[src/rtl/key_bit_editor_if.sv]
// key_bit_editor_if: debounced key levels in, edited word, cursor and change strobe out
interface key_bit_editor_if #(parameter int WIDTH = 8);
  localparam int CURW = $clog2(WIDTH);
  logic key_next;
  logic key_prev;
  logic key_tog;
  logic key_clr;
  logic [WIDTH-1:0] dout;
  logic [WIDTH-1:0] sout;
  logic [CURW-1:0] cur;
  logic chg;
  modport master(output key_next, key_prev, key_tog, key_clr, input dout, sout, cur, chg);
  modport slave(input key_next, key_prev, key_tog, key_clr, output dout, sout, cur, chg);
endinterface

[src/rtl/key_bit_editor.sv]
// key_bit_editor: key-driven cursor/toggle/clear editor with auto-repeat on cursor keys
module key_bit_editor #(
  parameter int WIDTH      = 8,
  parameter int REPEAT_DLY = 25_000_000,
  parameter int REPEAT_PER = 5_000_000
) (
  input  logic             clk,
  input  logic             rst_n,
  key_bit_editor_if.slave  bus
);
  localparam int CURW = $clog2(WIDTH);
  localparam int CNTW = $clog2(REPEAT_DLY > REPEAT_PER ? REPEAT_DLY : REPEAT_PER);
  typedef enum logic [1:0] {INIT, READY, HOLD, RPT} state_t;
  typedef enum logic [1:0] {K_NEXT, K_PREV, K_TOG, K_CLR} key_t;
  state_t state, state_n;
  key_t key_q, key_n, act_k, win;
  logic [CNTW-1:0] cnt, cnt_n;
  logic act, lat, any_key, is_mv;
  logic [WIDTH-1:0] dout_q;
  logic [CURW-1:0] cur_q;
  logic chg_q;
  assign any_key = bus.key_next | bus.key_prev | bus.key_tog | bus.key_clr;
  assign win = bus.key_clr ? K_CLR : bus.key_tog ? K_TOG : bus.key_next ? K_NEXT : K_PREV;
  assign lat = key_q == K_NEXT ? bus.key_next : key_q == K_PREV ? bus.key_prev :
               key_q == K_TOG ? bus.key_tog : bus.key_clr;
  assign is_mv = key_q == K_NEXT || key_q == K_PREV;
  // FSM state, latched key and repeat counter
  always_ff @(posedge clk or negedge rst_n) begin
    if (!rst_n) begin
      state <= INIT;
      key_q <= K_NEXT;
      cnt   <= '0;
    end else begin
      state <= state_n;
      key_q <= key_n;
      cnt   <= cnt_n;
    end
  end
  // next state and action select; release of the latched key beats a coincident repeat
  always_comb begin
    state_n = state;
    key_n   = key_q;
    cnt_n   = cnt;
    act     = 1'b0;
    act_k   = key_q;
    case (state)
      INIT: state_n = READY;
      READY: begin
        if (any_key) begin
          act     = 1'b1;
          act_k   = win;
          key_n   = win;
          cnt_n   = '0;
          state_n = HOLD;
        end
      end
      HOLD: begin
        if (!lat) state_n = READY;
        else if (is_mv && cnt == CNTW'(REPEAT_DLY - 1)) begin
          act     = 1'b1;
          cnt_n   = '0;
          state_n = RPT;
        end else cnt_n = (&cnt) ? cnt : cnt + 1'b1;
      end
      RPT: begin
        if (!lat) state_n = READY;
        else if (cnt == CNTW'(REPEAT_PER - 1)) begin
          act   = 1'b1;
          cnt_n = '0;
        end else cnt_n = cnt + 1'b1;
      end
      default: state_n = INIT;
    endcase
  end
  // data word, cursor and change strobe, updated on every executed action
  always_ff @(posedge clk or negedge rst_n) begin
    if (!rst_n) begin
      dout_q <= '0;
      cur_q  <= '0;
      chg_q  <= 1'b0;
    end else begin
      chg_q <= act;
      if (act) begin
        cur_q  <= act_k == K_CLR ? '0 :
                  act_k == K_NEXT ? (cur_q == CURW'(WIDTH - 1) ? '0 : cur_q + 1'b1) :
                  act_k == K_PREV ? (cur_q == '0 ? CURW'(WIDTH - 1) : cur_q - 1'b1) : cur_q;
        dout_q <= act_k == K_CLR ? '0 : act_k == K_TOG ? dout_q ^ (WIDTH'(1) << cur_q) : dout_q;
      end
    end
  end
  assign bus.dout = dout_q;
  assign bus.cur  = cur_q;
  assign bus.chg  = chg_q;
  assign bus.sout = WIDTH'(1) << cur_q;
endmodule

[src/flat_wrapper.sv]
// flat-port wrapper written by rule: the top's interface ports become plain ports
module key_bit_editor_flat 
#(
  parameter int WIDTH      = 8,
  parameter int REPEAT_DLY = 25_000_000,
  parameter int REPEAT_PER = 5_000_000
)
  (clk, rst_n, bus_key_next, bus_key_prev, bus_key_tog, bus_key_clr, bus_dout, bus_sout, bus_cur, bus_chg);
  key_bit_editor_if #(.WIDTH(WIDTH)) bus_i ();
  input  logic clk;
  input  logic rst_n;
  input wire logic [$bits(bus_i.key_next)-1:0] bus_key_next;
  input wire logic [$bits(bus_i.key_prev)-1:0] bus_key_prev;
  input wire logic [$bits(bus_i.key_tog)-1:0] bus_key_tog;
  input wire logic [$bits(bus_i.key_clr)-1:0] bus_key_clr;
  output wire logic [$bits(bus_i.dout)-1:0] bus_dout;
  output wire logic [$bits(bus_i.sout)-1:0] bus_sout;
  output wire logic [$bits(bus_i.cur)-1:0] bus_cur;
  output wire logic [$bits(bus_i.chg)-1:0] bus_chg;
  assign bus_i.key_next = bus_key_next;
  assign bus_i.key_prev = bus_key_prev;
  assign bus_i.key_tog = bus_key_tog;
  assign bus_i.key_clr = bus_key_clr;
  assign bus_dout = bus_i.dout;
  assign bus_sout = bus_i.sout;
  assign bus_cur = bus_i.cur;
  assign bus_chg = bus_i.chg;
  key_bit_editor #(.WIDTH(WIDTH), .REPEAT_DLY(REPEAT_DLY), .REPEAT_PER(REPEAT_PER)) u_core (.clk(clk), .rst_n(rst_n), .bus(bus_i));
endmodule
[config.mk]
export PLATFORM = sky130hd
export DESIGN_NAME = key_bit_editor_flat
export DESIGN_NICKNAME = d
export VERILOG_FILES = /design/src/rtl/key_bit_editor_if.sv /design/src/rtl/key_bit_editor.sv /design/src/flat_wrapper.sv
export SDC_FILE = /design/constraint.sdc
export NUM_CORES = 1
export LEC_CHECK = 0
export CAP_MARGIN = 25
export CORE_ASPECT_RATIO = 0.6
export CORE_MARGIN = 4
export CORE_UTILIZATION = 55
export CTS_CLUSTER_SIZE = 25
export DETAILED_ROUTE_END_ITERATION = 6
export PLACE_DENSITY = 0.88
export SYNTH_ARGS = -nofsm -noshare
export SYNTH_HDL_FRONTEND = slang
export SYNTH_SLANG_ARGS = --single-unit
[constraint.sdc]
create_clock -name clk -period 5.9 [get_ports clk]
set_input_delay 0.59 -clock clk [delete_from_list [all_inputs] [get_ports clk]]
set_output_delay 0.59 -clock clk [all_outputs]
set_load 0.01 [all_outputs]
==> metrics.md <==
| Metric | Value |
|---|---|
| Outcome | `finished, final reports clean` |
| Crit-path max FO | `27` |
| Crit Path Category | `in2reg` |
| Tcrit/Tclk final | `0.571` |
| Drt drc | `0` |
| PwrDens | `approximately 420 nW/um2` |
| Fin. max-slew vios | `0` |
| CP bufs+invs | `1` |
| Worst min-delay path class | `in2async` |
| Number of synthesized flops with an enable pin | `0` |
| DP Cell Count | `380` |
| Cell taking the most area after synthesis | `dfrtp_1` |
| Pleak | `approximately 1.3 nW` |
| Fin cells | `388` |
| Syn nets | `about 320` |
| Initial drt markers | `approximately 220` |
| Placed inst area | `about 3000 um2` |
| Starting density of the core | `0.585` |
| Cts bufs inserted | `5` |
| Endpoints failing setup | `0` |
| Pre-antenna DRT Iters | `5` |
| Worst slew margin | `0.390` |
| CORE AREA | `between 4000 and 5000 um2` |
| Clock sinks | `between 40 and 50` |
| Post-DR wirelength/cell | `between 15 and 20 um` |
| Synth top area cells | `dfrtp_1 (37%), ha_1 (5.5%), o21ai_0 (4.6%), nor2_1 (4.4%), nand2_1 (3.0%)` |
| Cts repair resizes | `0` |
| Syn Area/Cell | `9.01 um2` |
| Area fraction of the dominant cell type after synthesis | `0.375` |
| Die W | `approximately 100 um` |
| Setup bufs post-CTS | `0` |
| Final nets | `342` |
| Ant diodes | `0` |
| IR drop worst, VDD | `0.295 mV` |
| # IOs | `26` |
| Clk Tree Root Cell | `clkbuf_8` |
| Die H | `approximately 63 um` |
| Delay-heaviest family, CP | `compound AO/OA/AOI/OAI gates` |
| Grt ovf | `0` |
| Cts hold-fix bufs | `0` |
| Unrepaired setup endpoints after global routing | `false` |
| Critical-path cell list | `clkdlybuf4s50_1 -> or4_1 -> o221a_2 -> a21bo_1 -> a21o_1 -> or3_1 -> o21ai_0` |
| Clock Skew | `about 0.0086 ns` |
| Post-synthesis sequential area ratio | `0.375` |
| Clock latency on the worst-skew pair | `approximately 0.30 ns` |
| Max frequency | `approximately 0.30 GHz` |
| Final HPWL DP | `~5000 um` |
| Port buffer count | `25` |
| Crit end category | `flip-flop` |
| Setup crit start kind | `primary input` |
| Utilization after layout | `0.656` |
| CTS tree | `yes` |
| Max incr delay on CP | `0.69 ns` |
| First-pass GRT wire length | `11100 um` |
| Final WL | `6870 um` |
| Initial antenna violation count | `0` |
| Max-Cap Viols | `0` |
| Synth cell types | `59` |
| Setup Total Neg Slack | `0 ns` |
| Final Hold Violating Endpoints | `0` |
| Cell area after layout | `3070 um2` |
| Area Overhead vs Synth | `12.1%` |
| Seq cells post-synth | `a little over 40` |
| Clk buf depth | `2` |
| Most frequent cells after synthesis | `dfrtp_1 (41), nor2_1 (32), o21ai_0 (25)` |
| Gr usage total | `0.221` |
| Top_reg_cell synth | `dfrtp_1` |
| CTS H-tree lvls | `2` |
| Die area | `6210 um2` |
| Ys async rst share | `1.00` |
| Via count | `~2500` |
| Worst endpoint required time | `between 6 and 7 ns` |
| Minimum clock period | `3.37 ns` |
| Share of layout cells above drive strength 1 | `0.0738` |
| Post-DRT Antenna Nets | `0` |
| YS warnings | `0` |
| Post-Syn Area | `roughly 2700 um2` |
| Vias in the first global route | `between 2000 and 2500` |
| Slew @ Worst Pin | `just over 0.9 ns` |
| Routability cong. | `approximately 0.87` |
| Largest net degree at the start of global routing | `42` |
| Max stage delay cell, worst path | `a21bo_1` |
| Clock slew at reported path FFs | `0.08 ns` |
| Top-count cell post-synth | `dfrtp_1` |
| Tot Pwr | `around 1.3 mW` |
| Cell row count | `19` |
| Syn Inst Count | `304` |
| Crit path arrival time | `between 3 and 4 ns` |
| Vias per cell | `around 6.5` |
==> stage by stage <==
| stage | worst slack, ns | hold slack, ns |
|---|---|---|
| final | 2.53 | 0.416 |
| after global routing | 2.42 | 0.491 |
| after CTS | 2.58 | 0.461 |
| after detailed placement | 2.26 | 0.469 |
| after global placement | 2.34 | 0.470 |
| after floorplan | 3.65 | 0.294 |
==> per-layer routing <==
metal / share of wire / vias up / routed length, um / global-route usage
met5: 0 / - / 0 / 0
met4: 0.013 / 0 / 86 / 0.0596
met1: 0.51 / 1243 / 3480 / 0.341
li1: - / 1187 / - / -
met3: 0.065 / 15 / 443 / 0.0557
met2: 0.42 / 90 / 2860 / 0.303
==> cells in the final DEF (no fill, tap or decap), types with 2 or more instances in the layout <==
cell and n:
dfrtp_1 41, or2_2 2, nor4_1 2, nor4_2 2
o41ai_2 4, nand2_1 22, nand3_1 11, nor3_1 7
and4_1 2, clkdlybuf4s50_1 24, and2_1 5, nor2b_1 3
clkbuf_8 5, a31oi_1 2, a21oi_1 15, and3_1 4
clkinv_2 2, o41ai_1 9, ha_1 12, o21ai_0 25
a2bb2oi_1 5, mux2i_1 3, a21o_1 9, nor4b_1 2
nor2_1 32, a22oi_1 2, a221o_1 2, or4b_1 2
o31ai_1 4, or3_1 3, a22o_1 6, nand4bb_1 2
nand4_1 7, o21ai_1 4, inv_1 18
==> kinds of logic (layout without fill, tap and decap cells) <==
| family | count (synthesis) | count (layout) | share of synthesized area |
|---|---|---|---|
| buf+inv | 30 | 51 | 0.0521 |
| xor+xnor | 1 | 1 | 0.00320 |
| mux | 5 | 5 | 0.0247 |
| compound gates | 102 | 102 | 0.275 |
| fa+ha+maj | 12 | 12 | 0.0548 |
| flops | 41 | 41 | 0.375 |
| simple gates | 113 | 113 | 0.216 |
==> worst paths after layout <==
kind / start / to / slack (ns) / cells after the start
setup / recovery: bus_key_clr / u_core.cnt[16]$_DFFE_PN0P_ / 2.53 / 7
hold reg to reg: u_core.bus.dout[1]$_DFFE_PN0P_ / u_core.bus.dout[1]$_DFFE_PN0P_ / 0.48 / 1
max in group asynchronous: rst_n / u_core.bus.dout[0]$_DFFE_PN0P_ / 4.90 / 1
hold / removal: rst_n / u_core.bus.dout[5]$_DFFE_PN0P_ / 0.42 / 1
setup reg to reg: u_core.cnt[0]$_DFFE_PN0P_ / u_core.cnt[16]$_DFFE_PN0P_ / 2.77 / 7
min in group clk: u_core.bus.dout[1]$_DFFE_PN0P_ / u_core.bus.dout[1]$_DFFE_PN0P_ / 0.48 / 1
==> report_power, final <==
group,switching [mW],leakage [nW],total (mW),internal [mW]
sequential,0.0654,0.552,0.400,0.334
combinational,0.413,0.686,0.709,0.296
clock,0.102,0.0450,0.184,0.0822
total,0.580,1.28,1.29,0.712
==> cell type report <==
class | count | area, um2
inverter | 18 | 67.6
fill | 401 | 1610
multi-input combinational | 233 | 1570
sequential | 41 | 1030
clock buffer | 6 | 72.6
clock inverter | 2 | 10.0
tap | 63 | 78.8
timing repair buffer | 25 | 245
==> flip-flops by register name, summed over array words and instances, names as in the netlist <==
signal           count
u_core.cnt          25
u_core.bus.dout      8
u_core.bus.cur       3
u_core.key_q         2
u_core.state         2
u_core.bus.chg       1
Power figures use the tool's default switching activity.
